===== src/rtl/dram_axi_pkg.sv =====
// Shared definitions for the DRAM AXI write and read paths:
// FSM state encoding, fixed AXI burst attributes and default burst length.
package dram_axi_pkg;

    localparam int unsigned ADDR_W          = 32;
    localparam int unsigned DATA_W          = 64;
    localparam int unsigned STRB_W          = DATA_W / 8;
    localparam int unsigned LEN_W           = 4;
    localparam int unsigned BEAT_BYTES      = 8;
    localparam int unsigned BURST_BEATS_DEF = 16;

    localparam logic [1:0] AXI_BURST_INCR = 2'b01;
    localparam logic [1:0] AXI_SIZE_8B    = 2'b11;
    localparam logic [1:0] AXI_RESP_OKAY  = 2'b00;

    typedef enum logic [2:0] {
        S_IDLE       = 3'd0,
        S_FRAME_IDLE = 3'd1,
        S_ADDR       = 3'd2,
        S_DATA       = 3'd3,
        S_RESP       = 3'd4
    } state_e;

endpackage


===== src/rtl/dram_writer.sv =====
// Streams a frame from an upstream FIFO into DRAM as fixed-length AXI INCR
// bursts, keeping exactly one burst outstanding at a time.
module dram_writer
    import dram_axi_pkg::*;
#(
    parameter int unsigned BURST_BEATS = BURST_BEATS_DEF
) (
    input  logic                fclk,
    input  logic                rst_n,

    output logic                M2S_AXI_ACLK,
    output logic                AWVALID,
    input  logic                AWREADY,
    output logic [ADDR_W-1:0]   AWADDR,
    output logic [1:0]          AWBURST,
    output logic [LEN_W-1:0]    AWLEN,
    output logic [1:0]          AWSIZE,

    output logic                WVALID,
    input  logic                WREADY,
    output logic [DATA_W-1:0]   WDATA,
    output logic [STRB_W-1:0]   WSTRB,
    output logic                WLAST,
    input  logic                BVALID,
    output logic                BREADY,
    input  logic [1:0]          BRESP,

    input  logic                wr_frame_valid,
    output logic                wr_frame_ready,
    input  logic [ADDR_W-1:0]   wr_BUF_ADDR,
    input  logic [ADDR_W-1:0]   wr_FRAME_BYTES,

    input  logic                din_burst_valid,
    input  logic                din_valid,
    output logic                din_ready,
    input  logic [DATA_W-1:0]   din,

    output logic                frame_done,
    output logic                resp_error,
    output logic [2:0]          debug_state
);

    localparam logic [LEN_W-1:0]  BURST_LEN   = LEN_W'(BURST_BEATS - 1);
    localparam logic [ADDR_W-1:0] BURST_BYTES = ADDR_W'(BEAT_BYTES * BURST_BEATS);

    state_e              state_q;
    state_e              next_state;
    logic [LEN_W-1:0]    beat_cnt;
    logic [ADDR_W-1:0]   buf_addr;
    logic [ADDR_W-1:0]   frame_bytes;
    logic [ADDR_W-1:0]   next_addr;
    logic                last_burst;
    logic                beat_xfer;

    assign M2S_AXI_ACLK = fclk;
    assign AWBURST      = AXI_BURST_INCR;
    assign AWLEN        = BURST_LEN;
    assign AWSIZE       = AXI_SIZE_8B;
    assign WSTRB        = '1;
    assign WDATA        = din;
    assign debug_state  = state_q;

    // Frame ends when the burst just acknowledged reaches buf_addr + frame_bytes (mod 2^32).
    assign next_addr  = AWADDR + BURST_BYTES;
    assign last_burst = (next_addr == (buf_addr + frame_bytes));
    assign beat_xfer  = din_valid && WREADY;

    always_ff @(posedge fclk or negedge rst_n) begin
        if (!rst_n) begin
            state_q <= S_IDLE;
        end else begin
            state_q <= next_state;
        end
    end

    always_comb begin
        next_state     = state_q;
        wr_frame_ready = 1'b0;
        WVALID         = 1'b0;
        din_ready      = 1'b0;
        WLAST          = 1'b0;
        BREADY         = 1'b0;
        case (state_q)
            S_IDLE: begin
                wr_frame_ready = 1'b1;
                if (wr_frame_valid && (wr_FRAME_BYTES != '0)) begin
                    next_state = S_FRAME_IDLE;
                end
            end
            S_FRAME_IDLE: begin
                if (din_burst_valid) begin
                    next_state = S_ADDR;
                end
            end
            S_ADDR: begin
                if (AWVALID && AWREADY) begin
                    next_state = S_DATA;
                end
            end
            S_DATA: begin
                WVALID    = din_valid;
                din_ready = WREADY;
                WLAST     = (beat_cnt == '0);
                if (beat_xfer && (beat_cnt == '0)) begin
                    next_state = S_RESP;
                end
            end
            S_RESP: begin
                BREADY = 1'b1;
                if (BVALID) begin
                    next_state = last_burst ? S_IDLE : S_FRAME_IDLE;
                end
            end
            default: next_state = S_IDLE;
        endcase
    end

    // Address, beat counter, frame config and status registers.
    always_ff @(posedge fclk or negedge rst_n) begin
        if (!rst_n) begin
            AWADDR      <= '0;
            AWVALID     <= 1'b0;
            beat_cnt    <= '0;
            buf_addr    <= '0;
            frame_bytes <= '0;
            resp_error  <= 1'b0;
            frame_done  <= 1'b0;
        end else begin
            frame_done <= 1'b0;
            case (state_q)
                S_IDLE: begin
                    if (wr_frame_valid) begin
                        buf_addr    <= wr_BUF_ADDR;
                        frame_bytes <= wr_FRAME_BYTES;
                        AWADDR      <= wr_BUF_ADDR;
                        resp_error  <= 1'b0;
                        if (wr_FRAME_BYTES == '0) begin
                            frame_done <= 1'b1;
                        end
                    end
                end
                S_FRAME_IDLE: begin
                    if (din_burst_valid) begin
                        AWVALID <= 1'b1;
                    end
                end
                S_ADDR: begin
                    if (AWREADY) begin
                        AWVALID  <= 1'b0;
                        beat_cnt <= BURST_LEN;
                    end
                end
                S_DATA: begin
                    if (beat_xfer && (beat_cnt != '0)) begin
                        beat_cnt <= beat_cnt - LEN_W'(1);
                    end
                end
                S_RESP: begin
                    if (BVALID) begin
                        if (BRESP != AXI_RESP_OKAY) begin
                            resp_error <= 1'b1;
                        end
                        AWADDR <= next_addr;
                        if (last_burst) begin
                            frame_done <= 1'b1;
                        end
                    end
                end
                default: ;
            endcase
        end
    end

endmodule


===== config.mk =====
export PLATFORM = sky130hd
export DESIGN_NAME = dram_writer
export DESIGN_NICKNAME = d
export VERILOG_FILES = /design/src/rtl/dram_axi_pkg.sv /design/src/rtl/dram_writer.sv
export SDC_FILE = /design/constraint.sdc
export NUM_CORES = 1
export LEC_CHECK = 0
export BUFFER_PORTS_ARGS = -buffer_cell sky130_fd_sc_hd__clkbuf_2
export CORE_MARGIN = 10
export CORE_UTILIZATION = 49
export CTS_BUF_LIST = sky130_fd_sc_hd__clkbuf_8
export DETAILED_ROUTE_END_ITERATION = 7
export GPL_ROUTABILITY_DRIVEN = 0
export PLACE_DENSITY = 0.78
export SLEW_MARGIN = 20
export SYNTH_ARGS = -nofsm -noshare
export SYNTH_HDL_FRONTEND = slang
export SYNTH_SLANG_ARGS = --single-unit

===== constraint.sdc =====
create_clock -name fclk -period 3.74 [get_ports fclk]
set_input_delay 0.935 -clock fclk [delete_from_list [all_inputs] [get_ports fclk]]
set_output_delay 0.935 -clock fclk [all_outputs]
set_load 0.05 [all_outputs]

==> results of run 1 <==
-- final timing paths --
check / start / endpoint / slack (ns) / depth (start not counted)
worst max register to register: buf_addr[0] / debug_state[0] / 0.25 / 12
max in group asynchronous: rst_n / frame_bytes[24] / 2.56 / 2
min in group fclk: frame_bytes[8] / frame_bytes[8] / 0.49 / 2
worst min-delay path: rst_n / beat_cnt[3] / 0.42 / 1
worst max-delay path: buf_addr[0] / debug_state[0] / 0.25 / 12
worst min register to register: frame_bytes[8] / frame_bytes[8] / 0.49 / 2
-- kinds of logic after synthesis --
kind of cell,synth area share
buf+inv,0.1068
xor+xnor,0.09695
mux,0.002638
other cells,0.0009897
simple gates,0.2402
compound gates,0.1458
flops,0.3495
fa+ha+maj,0.05705
-- where the power goes --
part	leakage, nW	internal [mW]	switching, mW
Sequential	1.29	1.67	0.579
Combinational	2.53	2.15	3.61
Clock	0.138	0.432	0.492
-- through the flow --
stage	instance area, um^2	hold slack (ns)	util	setup WS [ns]
final	8097	0.4230	0.5326	0.2500
after CTS	8065	0.4365	0.5305	0.1696
after global routing	8097	0.4559	0.5326	0.009902
after global placement	7805	0.4637	0.5134	0.2638
after detailed placement	7805	0.4710	0.5134	0.1986
after floorplan	7641	0.4497	-	0.4591
-- synth_stat cells, types with 10 or more instances --
cell type  instances
nand2_1          260
dfrtp_1          106
buf_4             81
a21oi_1           71
nor2_1            70
xnor2_1           70
o21ai_0           43
ha_1              33
clkbuf_1          31
nand3_1           28
and3_1            17
xor2_1            14
nor4_1            13
o22ai_1           12
inv_1             11
nor3_1            11
nand4_1           10
-- cell type report --
class                      instances  area [um^2]  share of cell area
clock inverter                     5        67.56            0.008345
tap                              188        235.2             0.02905
inverter                          11        41.29            0.005100
clock buffer                      15        197.7             0.02442
sequential                       106         2653              0.3276
multi-input combinational        743         4217              0.5208
timing repair buffer             126        685.7             0.08469
-- placed cells by master, fill, tap and decap left out, drive strengths merged, types with 10 or more instances in the layout --
cell / n
conb: 16
ha: 33
o22ai: 12
xor2: 14
nor3: 11
o21ai: 44
a21oi: 71
nand4: 10
clkbuf: 129
xnor2: 70
inv: 14
nor2: 70
nor4: 14
and3: 18
dfrtp: 106
nand2: 260
nand3: 28
buf: 12
-- registers in the layout (all words and copies together), names as in the netlist --
signal and count:
AWADDR 32, buf_addr 32, frame_bytes 32, beat_cnt 4, debug_state 3, AWVALID 1
frame_done 1, resp_error 1
-- critical path, stage by stage (launching register included) --
cell and delay, ns:
dfrtp_1 0.40, ha_1 0.23, fa_1 0.42, a211oi_2 0.30
o31ai_2 0.17, a21boi_2 0.26, o31ai_4 0.10, a21oi_1 0.18
xnor2_1 0.08, or4_1 0.48, nor4_2 0.31, o2111ai_2 0.19
a31o_1 0.26
-- routing by layer --
metal  global-route usage  part of all wire  up-vias
met5                    0                 0        -
met4              0.09894             0.027        0
met1               0.2676              0.44     3194
li1                     -                 -     3259
met3              0.05248             0.088       54
met2               0.2979              0.44      315
==> impl_metrics.env, run 1 <==
export IMPL_status="finished clean"
export IMPL_globalRouteTotalUtil=0.2018
export IMPL_final_cell_count_no_fill=1194
export IMPL_grt_antenna_before_repair=0
export IMPL_grt_max_degree=72
export IMPL_die_area_um2=20860
export IMPL_hp_class="primary input to asynchronous set/reset pin"
export IMPL_wl_per_cell_um=17.49
export IMPL_num_antenna_cells=0
export IMPL_drt_initial_drc_count=801
export IMPL_cp_required_ns=4.15
export IMPL_timing_setup_tns_ns=0
export IMPL_fin_total_pwr_mw=8.936
export IMPL_synth_top_area_cell="dfrtp_1"
export IMPL_synth_cell_type_count=63
export IMPL_ys_warn_count=0
export IMPL_layout_drive_gt1_share=0.1630
export IMPL_fmax_ghz=0.2865
export IMPL_crit_fanout=5
export IMPL_fin_crit_ns=3.490
export IMPL_crit_arrival_ns=3.90
export IMPL_num_io_pins=262
export IMPL_dieHeight_um=144.4
export IMPL_synth_edf_count=0
export IMPL_port_buffers=117
export IMPL_async_flop_share=1.000
export IMPL_cts_resized=0
export IMPL_ir_drop_mv=0.6934
export IMPL_route_vias_total=6822
export IMPL_cp_start_kind="flip-flop"
export IMPL_post_cts_buffers=0
export IMPL_dr_pass1_iters=6
export IMPL_grt_pass1_vias=6575
export IMPL_drv_slew=0
export IMPL_row_count=45
export IMPL_synth_cell_area_um2=7589
export IMPL_hold_viol=0
export IMPL_drc_errors=0
export IMPL_nFillCells=1449
export IMPL_hpwl_um=16050
export IMPL_clk_pin_slew_ns=0.12
export IMPL_grt_pass1_wl_um=33490
export IMPL_gr_total_overflow=0
export IMPL_end_kind="flip-flop"
export IMPL_rsz0062_at_grt="no"
export IMPL_setup_viol=0
export IMPL_worstSetupPathType="flip-flop to flip-flop"
export IMPL_nets=1173
export IMPL_tightest_slew_ns=0.7554
export IMPL_placed_cells_incl_taps=1175
export IMPL_worst_clock_skew_ns=0.02143
export IMPL_synth_seq_area_share=0.3495
export IMPL_slew_headroom=0.4964
export IMPL_cts_tree="built"
export IMPL_drt_wl_total_um=20890
export IMPL_die_w_um=144.4
export IMPL_synth_top_area_frac=0.3495
export IMPL_holdBufCountCts=0
export IMPL_core_area_um2=15200
export IMPL_insertion_delay_ns=0.52
export IMPL_area_growth_synth_to_final_pct=6.694
export IMPL_synth_area_top_cells="dfrtp_1, nand2_1, xnor2_1"
export IMPL_avgViaCountPerCell=5.714
export IMPL_avgSynthCellArea_um2=7.847
export IMPL_power_density_nw_per_um2=1104
export IMPL_p_leak_nw=3.960
export IMPL_fin_crit_sh=0.9332
export IMPL_ys_flop_type="dfrtp_1"
export IMPL_initial_utilization=0.4992
export IMPL_detail_route_antenna_nets=0
export IMPL_ys_seq_elements=106
export IMPL_syn_inst=967
export IMPL_drv_cap=0
Power figures use the tool's default switching activity.
==> inputs of run 2 (changes only) <==
Settings changed: CELL_PAD_IN_SITES_DETAIL_PLACEMENT set to 0, CELL_PAD_IN_SITES_GLOBAL_PLACEMENT set to 1, CORE_UTILIZATION 49 to 37, PLACE_DENSITY 0.78 to unset, PLACE_DENSITY_LB_ADDON set to 0.1.
==> run 2 against run 1 <==
  * Via count is 4.1% lower
  * Clock skew up 0.0059 ns
  * Critical path depth stayed put
  * Sequential power shrank 3%
  * First-iteration DRC count down 62%
  * Fmax rose by 0.76%
  * Global-route usage decreased by 2.6 points
  * Utilization down 12 points
  * Die area is 28% higher
==> impl_metrics.env, run 2 (synthesized netlist as in run 1, its figures left out) <==
export IMPL_fmax_ghz=0.2887
export IMPL_num_io_pins=262
export IMPL_port_buffers=117
export IMPL_ir_drop_mv=0.6333
export IMPL_row_count=52
export IMPL_crit_arrival_ns=3.89
export IMPL_core_area_um2=20230
export IMPL_grt_pass1_wl_um=37570
export IMPL_dieHeight_um=163.2
export IMPL_clk_pin_slew_ns=0.13
export IMPL_power_frac_seq=0.242
export IMPL_p_comb_frac=0.665
export IMPL_path_depth=12
export IMPL_fin_crit_sh=0.9261
export IMPL_end_kind="flip-flop"
export IMPL_cp_num_buf_inv=0
export IMPL_die_area_um2=26640
export IMPL_cpPeakStageDelay_ns=0.50
export IMPL_swShare=0.5313
export IMPL_reg2reg_to="debug_state[0]"
export IMPL_die_w_um=163.2
export IMPL_layout_drive_gt1_share=0.1725
export IMPL_drt_initial_drc_count=308
export IMPL_nets=1187
export IMPL_p_leak_nw=4.018
export IMPL_slew_headroom=0.3851
export IMPL_detail_route_antenna_nets=0
export IMPL_cts_tree="built"
export IMPL_cp_required_ns=4.16
export IMPL_dr_pass1_iters=5
export IMPL_gr_total_overflow=0
export IMPL_r2r_slack_ns=0.28
export IMPL_grt_antenna_before_repair=0
export IMPL_intPower_mw=4.227
export IMPL_startpoint="buf_addr[0]"
export IMPL_crit_fanout=5
export IMPL_rsz0062_at_grt="no"
export IMPL_critPathTopFamily="compound AO/OA/AOI/OAI gates"
export IMPL_hold_viol=0
export IMPL_layout_common_cells="nand2_1, clkbuf_2, dfrtp_1"
export IMPL_globalRouteTotalUtil=0.1760
export IMPL_hp_class="primary input to asynchronous set/reset pin"
export IMPL_avgViaCountPerCell=5.069
export IMPL_drc_errors=0
export IMPL_grt_max_degree=72
export IMPL_placed_cells_incl_taps=1271
export IMPL_post_cts_buffers=0
export IMPL_timing_setup_tns_ns=0
export IMPL_worstSetupPathType="flip-flop to flip-flop"
export IMPL_fin_crit_ns=3.464
export IMPL_final_cell_count_no_fill=1290
export IMPL_drv_cap=0
export IMPL_num_antenna_cells=0
export IMPL_setup_viol=0
export IMPL_utilization=0.4083
export IMPL_grt_pass1_vias=6761
export IMPL_wl_per_cell_um=18.07
export IMPL_hpwl_um=18040
export IMPL_power_density_nw_per_um2=1092
export IMPL_route_vias_total=6539
export IMPL_p_sw_mw=4.792
export IMPL_timing_rr_start="buf_addr[0]"
export IMPL_tightest_slew_ns=0.9201
export IMPL_area_growth_synth_to_final_pct=8.871
export IMPL_initial_utilization=0.3750
export IMPL_worst_clock_skew_ns=0.02732
export IMPL_crit_slowest_cell="or4_1"
export IMPL_clkPwrFrac=0.093
export IMPL_drv_slew=0
export IMPL_layout_commonest_cell="nand2_1"
export IMPL_reg_top3="AWADDR: 32 flops, buf_addr: 32 flops, frame_bytes: 32 flops"
export IMPL_rr_worst_depth=12
export IMPL_path_cells="ha_1, fa_1, a211oi_2, o31ai_2, a21boi_2, o31ai_4, a21oi_1, xnor2_1, or4_1, nor4_2, o2111ai_1, a31o_1"
export IMPL_status="finished clean"
export IMPL_cp_start_kind="flip-flop"
export IMPL_insertion_delay_ns=0.52
export IMPL_drt_wl_total_um=23310
export IMPL_cp_endpoint="debug_state[0]"
==> run 2: cell types whose count changed in the layout (fill, tap and decap cells not counted), sizes merged <==
| cell | previous run | this run |
|---|---|---|
| clkinv | 1 | 3 |
| buf | 12 | 26 |
| inv | 14 | 15 |
| bufinv | 1 | 0 |
| clkbuf | 129 | 127 |
==> run 2: repair_timing <==
item,4_1_cts,5_1_grt
resized for setup,0,4
setup endpoints to repair,0,2
hold buffers,0,0
==> run 2: worst reg2reg max path, stage by stage, from the launching register on <==
cell       delay, ns
dfrtp_1         0.40
ha_1            0.23
fa_1            0.42
a211oi_2        0.27
o31ai_2         0.18
a21boi_2        0.24
o31ai_4         0.10
a21oi_1         0.18
xnor2_1         0.10
or4_1           0.50
nor4_2          0.29
o2111ai_1       0.19
a31o_1          0.26
==> run 2: through the flow <==
stage	setup slack, ns	total power, mW	instance area, um^2	hold WS [ns]
2_1_floorplan	0.4591	6.834	7641	0.4497
3_3_place_gp	0.1811	8.252	8013	0.4659
3_5_place_dp	0.1613	8.220	8013	0.4699
4_1_cts	0.1360	9.056	8239	0.4514
5_1_grt	0.03222	9.816	8262	0.4670
6_report	0.2763	9.019	8262	0.4354
==> run 2: how the worst min path moves through the flow <==
stage	slack, ns	end	start
6_report	0.44	frame_bytes[18]	rst_n
5_1_grt	0.47	frame_bytes[18]	rst_n
4_1_cts	0.45	resp_error	rst_n
3_5_place_dp	0.47	buf_addr[7]	buf_addr[7]
3_3_place_gp	0.47	buf_addr[10]	buf_addr[10]
2_1_floorplan	0.45	frame_bytes[0]	frame_bytes[0]
==> run 2: final cells by class <==
| class | count | area [um^2] |
|---|---|---|
| sequential | 106 | 2653 |
| inverter | 11 | 41.29 |
| multi-input combinational | 743 | 4208 |
| clock inverter | 7 | 61.31 |
| clock buffer | 13 | 170.2 |
| fill | 2139 | 11970 |
| timing repair buffer | 140 | 790.8 |
| tap | 270 | 337.8 |
==> run 2: power by group through the flow <==
stage / logic (mW) / clock network, mW / registers (mW)
finish: 5.99 / 0.843 / 2.18
detailed placement: 5.96 / 0.0507 / 2.21
CTS: 5.99 / 0.873 / 2.19
global route: 6.63 / 0.916 / 2.27
floorplan: 4.05 / 0.0576 / 2.73
global placement: 5.99 / 0.0507 / 2.21
==> run 2: routing by layer <==
layer,up-vias,global-route usage,share of wire
met1,3068,0.2355,0.47
met3,31,0.04203,0.057
met4,0,0.04877,0.011
met2,153,0.2770,0.46
li1,3287,-,-
met5,-,0,0
==> inputs of run 3 (changes only) <==
Settings changed: CORE_UTILIZATION 37 to 34.
Clock period 3.74 ns to 3 ns, I/O delays scaled along.
==> run 3 against run 2 <==
  * The flow now finishes with violations (setup timing)
  * Via count grew 7.1%
  * Fmax grew 4.6%
  * Power grew 42%
  * Cell count grew 10%
  * Utilization grew 1.7 points
  * Sequential cell count is the same
  * Clock skew shrank 0.014 ns
  * Sequential share of layout area shrank 3.5 points
  * Largest cell class unchanged
==> impl_metrics.env, run 3 (synthesized netlist as in run 1, its figures left out) <==
export IMPL_grt_pass1_vias=7392
export IMPL_nets=1308
export IMPL_place_worst_setup_slack_ns=-0.4355
export IMPL_cts_tree="built"
export IMPL_grt_max_degree=72
export IMPL_cpPeakStageDelay_ns=0.54
export IMPL_nFillCells=2336
export IMPL_cp_required_ns=3.41
export IMPL_die_w_um=169.4
export IMPL_grt_pass1_wl_um=40340
export IMPL_power_density_nw_per_um2=1378
export IMPL_dieHeight_um=169.4
export IMPL_route_vias_total=7004
export IMPL_hpwl_um=19510
export IMPL_reg2reg_to="debug_state[0]"
export IMPL_row_count=54
export IMPL_gr_total_overflow=0
export IMPL_holdBufCountCts=0
export IMPL_path_depth=12
export IMPL_crit_arrival_ns=3.72
export IMPL_clk_pin_slew_ns=0.12
export IMPL_core_area_um2=21890
export IMPL_cp_num_buf_inv=0
export IMPL_drc_errors=0
export IMPL_hold_viol=0
export IMPL_startpoint="buf_addr[0]"
export IMPL_multi_input_area_um2=4307
export IMPL_cp_start_kind="flip-flop"
export IMPL_drt_wl_total_um=25210
export IMPL_dr_pass1_iters=5
export IMPL_r2r_slack_ns=-0.31
export IMPL_globalRouteTotalUtil=0.1748
export IMPL_fin_crit_ns=3.310
export IMPL_hp_class="primary input to asynchronous set/reset pin"
export IMPL_critPathTopFamily="compound AO/OA/AOI/OAI gates"
export IMPL_insertion_delay_ns=0.51
export IMPL_num_io_pins=262
export IMPL_fin_crit_sh=1.103
export IMPL_crit_slowest_cell="or4_4"
export IMPL_drv_cap=0
export IMPL_initial_utilization=0.3467
export IMPL_detail_route_antenna_nets=0
export IMPL_crit_fanout=4
export IMPL_path_cells="ha_2, fa_2, a211oi_4, o31ai_4, a21boi_2, o31ai_4, a21oi_2, xnor2_1, or4_4, nor4_4, o2111ai_2, a31o_1"
export IMPL_drv_slew=0
export IMPL_fin_total_pwr_mw=12.83
export IMPL_tightest_slew_ns=0.8292
export IMPL_num_antenna_cells=0
export IMPL_layout_drive_gt1_share=0.2805
export IMPL_wl_per_cell_um=17.74
export IMPL_avgViaCountPerCell=4.929
export IMPL_worst_clock_skew_ns=0.01347
export IMPL_grt_antenna_before_repair=0
export IMPL_port_buffers=117
export IMPL_timing_rr_start="buf_addr[0]"
export IMPL_reg_top3="AWADDR: 32 flops, buf_addr: 32 flops, frame_bytes: 32 flops"
export IMPL_violations="setup timing"
export IMPL_status="complete, but fails checks"
export IMPL_die_area_um2=28690
export IMPL_end_kind="flip-flop"
export IMPL_rr_worst_depth=12
export IMPL_worstSetupPathType="flip-flop to flip-flop"
export IMPL_ir_drop_mv=0.6439
export IMPL_fmax_ghz=0.3021
export IMPL_rsz0062_at_grt="yes"
export IMPL_setup_viol=2
export IMPL_layout_commonest_cell="nand2_1"
export IMPL_p_leak_nw=4.629
export IMPL_slew_headroom=0.4472
export IMPL_area_growth_synth_to_final_pct=22.70
export IMPL_drt_initial_drc_count=486
export IMPL_cp_endpoint="debug_state[0]"
export IMPL_seq_area_um2=2665
export IMPL_layout_common_cells="nand2_1, buf_4, clkbuf_2, dfrtp_1, nor2_1"
export IMPL_critPathMostFrequentCell="o31ai_4"
export IMPL_worst_slack_ns=-0.3098
[run 3: stage by stage]
step	TNS [ns]	util	instances	instance area (um^2)	hold WS [ns]
finish	-0.5551	0.4254	1421	9311	0.2145
detailed placement	-0.7675	0.4078	1396	8927	0.4699
global placement	-0.6245	0.4078	1396	8927	0.4666
global route	-0.8258	0.4254	1421	9311	0.2374
floorplan	-0.09703	-	981	7689	0.4497
CTS	-0.7440	0.4215	1418	9228	0.2109
[run 3: area by class of cell]
cell class | instances | area share
Multi-Input combinational cell | 743 | 0.4625
Tap cell | 280 | 0.03762
Clock buffer | 14 | 0.01975
Sequential cell | 106 | 0.2862
Clock inverter | 6 | 0.006987
Timing Repair Buffer | 261 | 0.1825
Inverter | 11 | 0.004434
[run 3: worst min-delay path by stage]
stage | to | slack [ns] | depth (start not counted)
final | frame_bytes[16] | 0.21 | 1
after global routing | AWVALID | 0.24 | 1
after CTS | AWADDR[1] | 0.21 | 1
after detailed placement | buf_addr[0] | 0.47 | 2
after global placement | buf_addr[10] | 0.47 | 2
after floorplan | AWADDR[0] | 0.45 | 0
[run 3: what timing repair did]
item                       in CTS  in global routing
pin swaps                      12                 15
setup buffers                   3                  3
setup endpoints to repair       2                  2
gates resized for setup         6                 12
[run 3: power by group]
group	total [mW]	switching, mW	leakage [nW]	internal (mW)
logic	9.13	5.29	3.22	3.84
registers	2.59	0.489	1.28	2.10
clock network	1.11	0.664	0.130	0.447
[run 3: per-layer routing]
metal | wire length, um | track usage
met3 | 1405 | 0.04817
met4 | 272 | 0.03865
met2 | 11630 | 0.2795
met1 | 11900 | 0.2302
met5 | 0 | 0
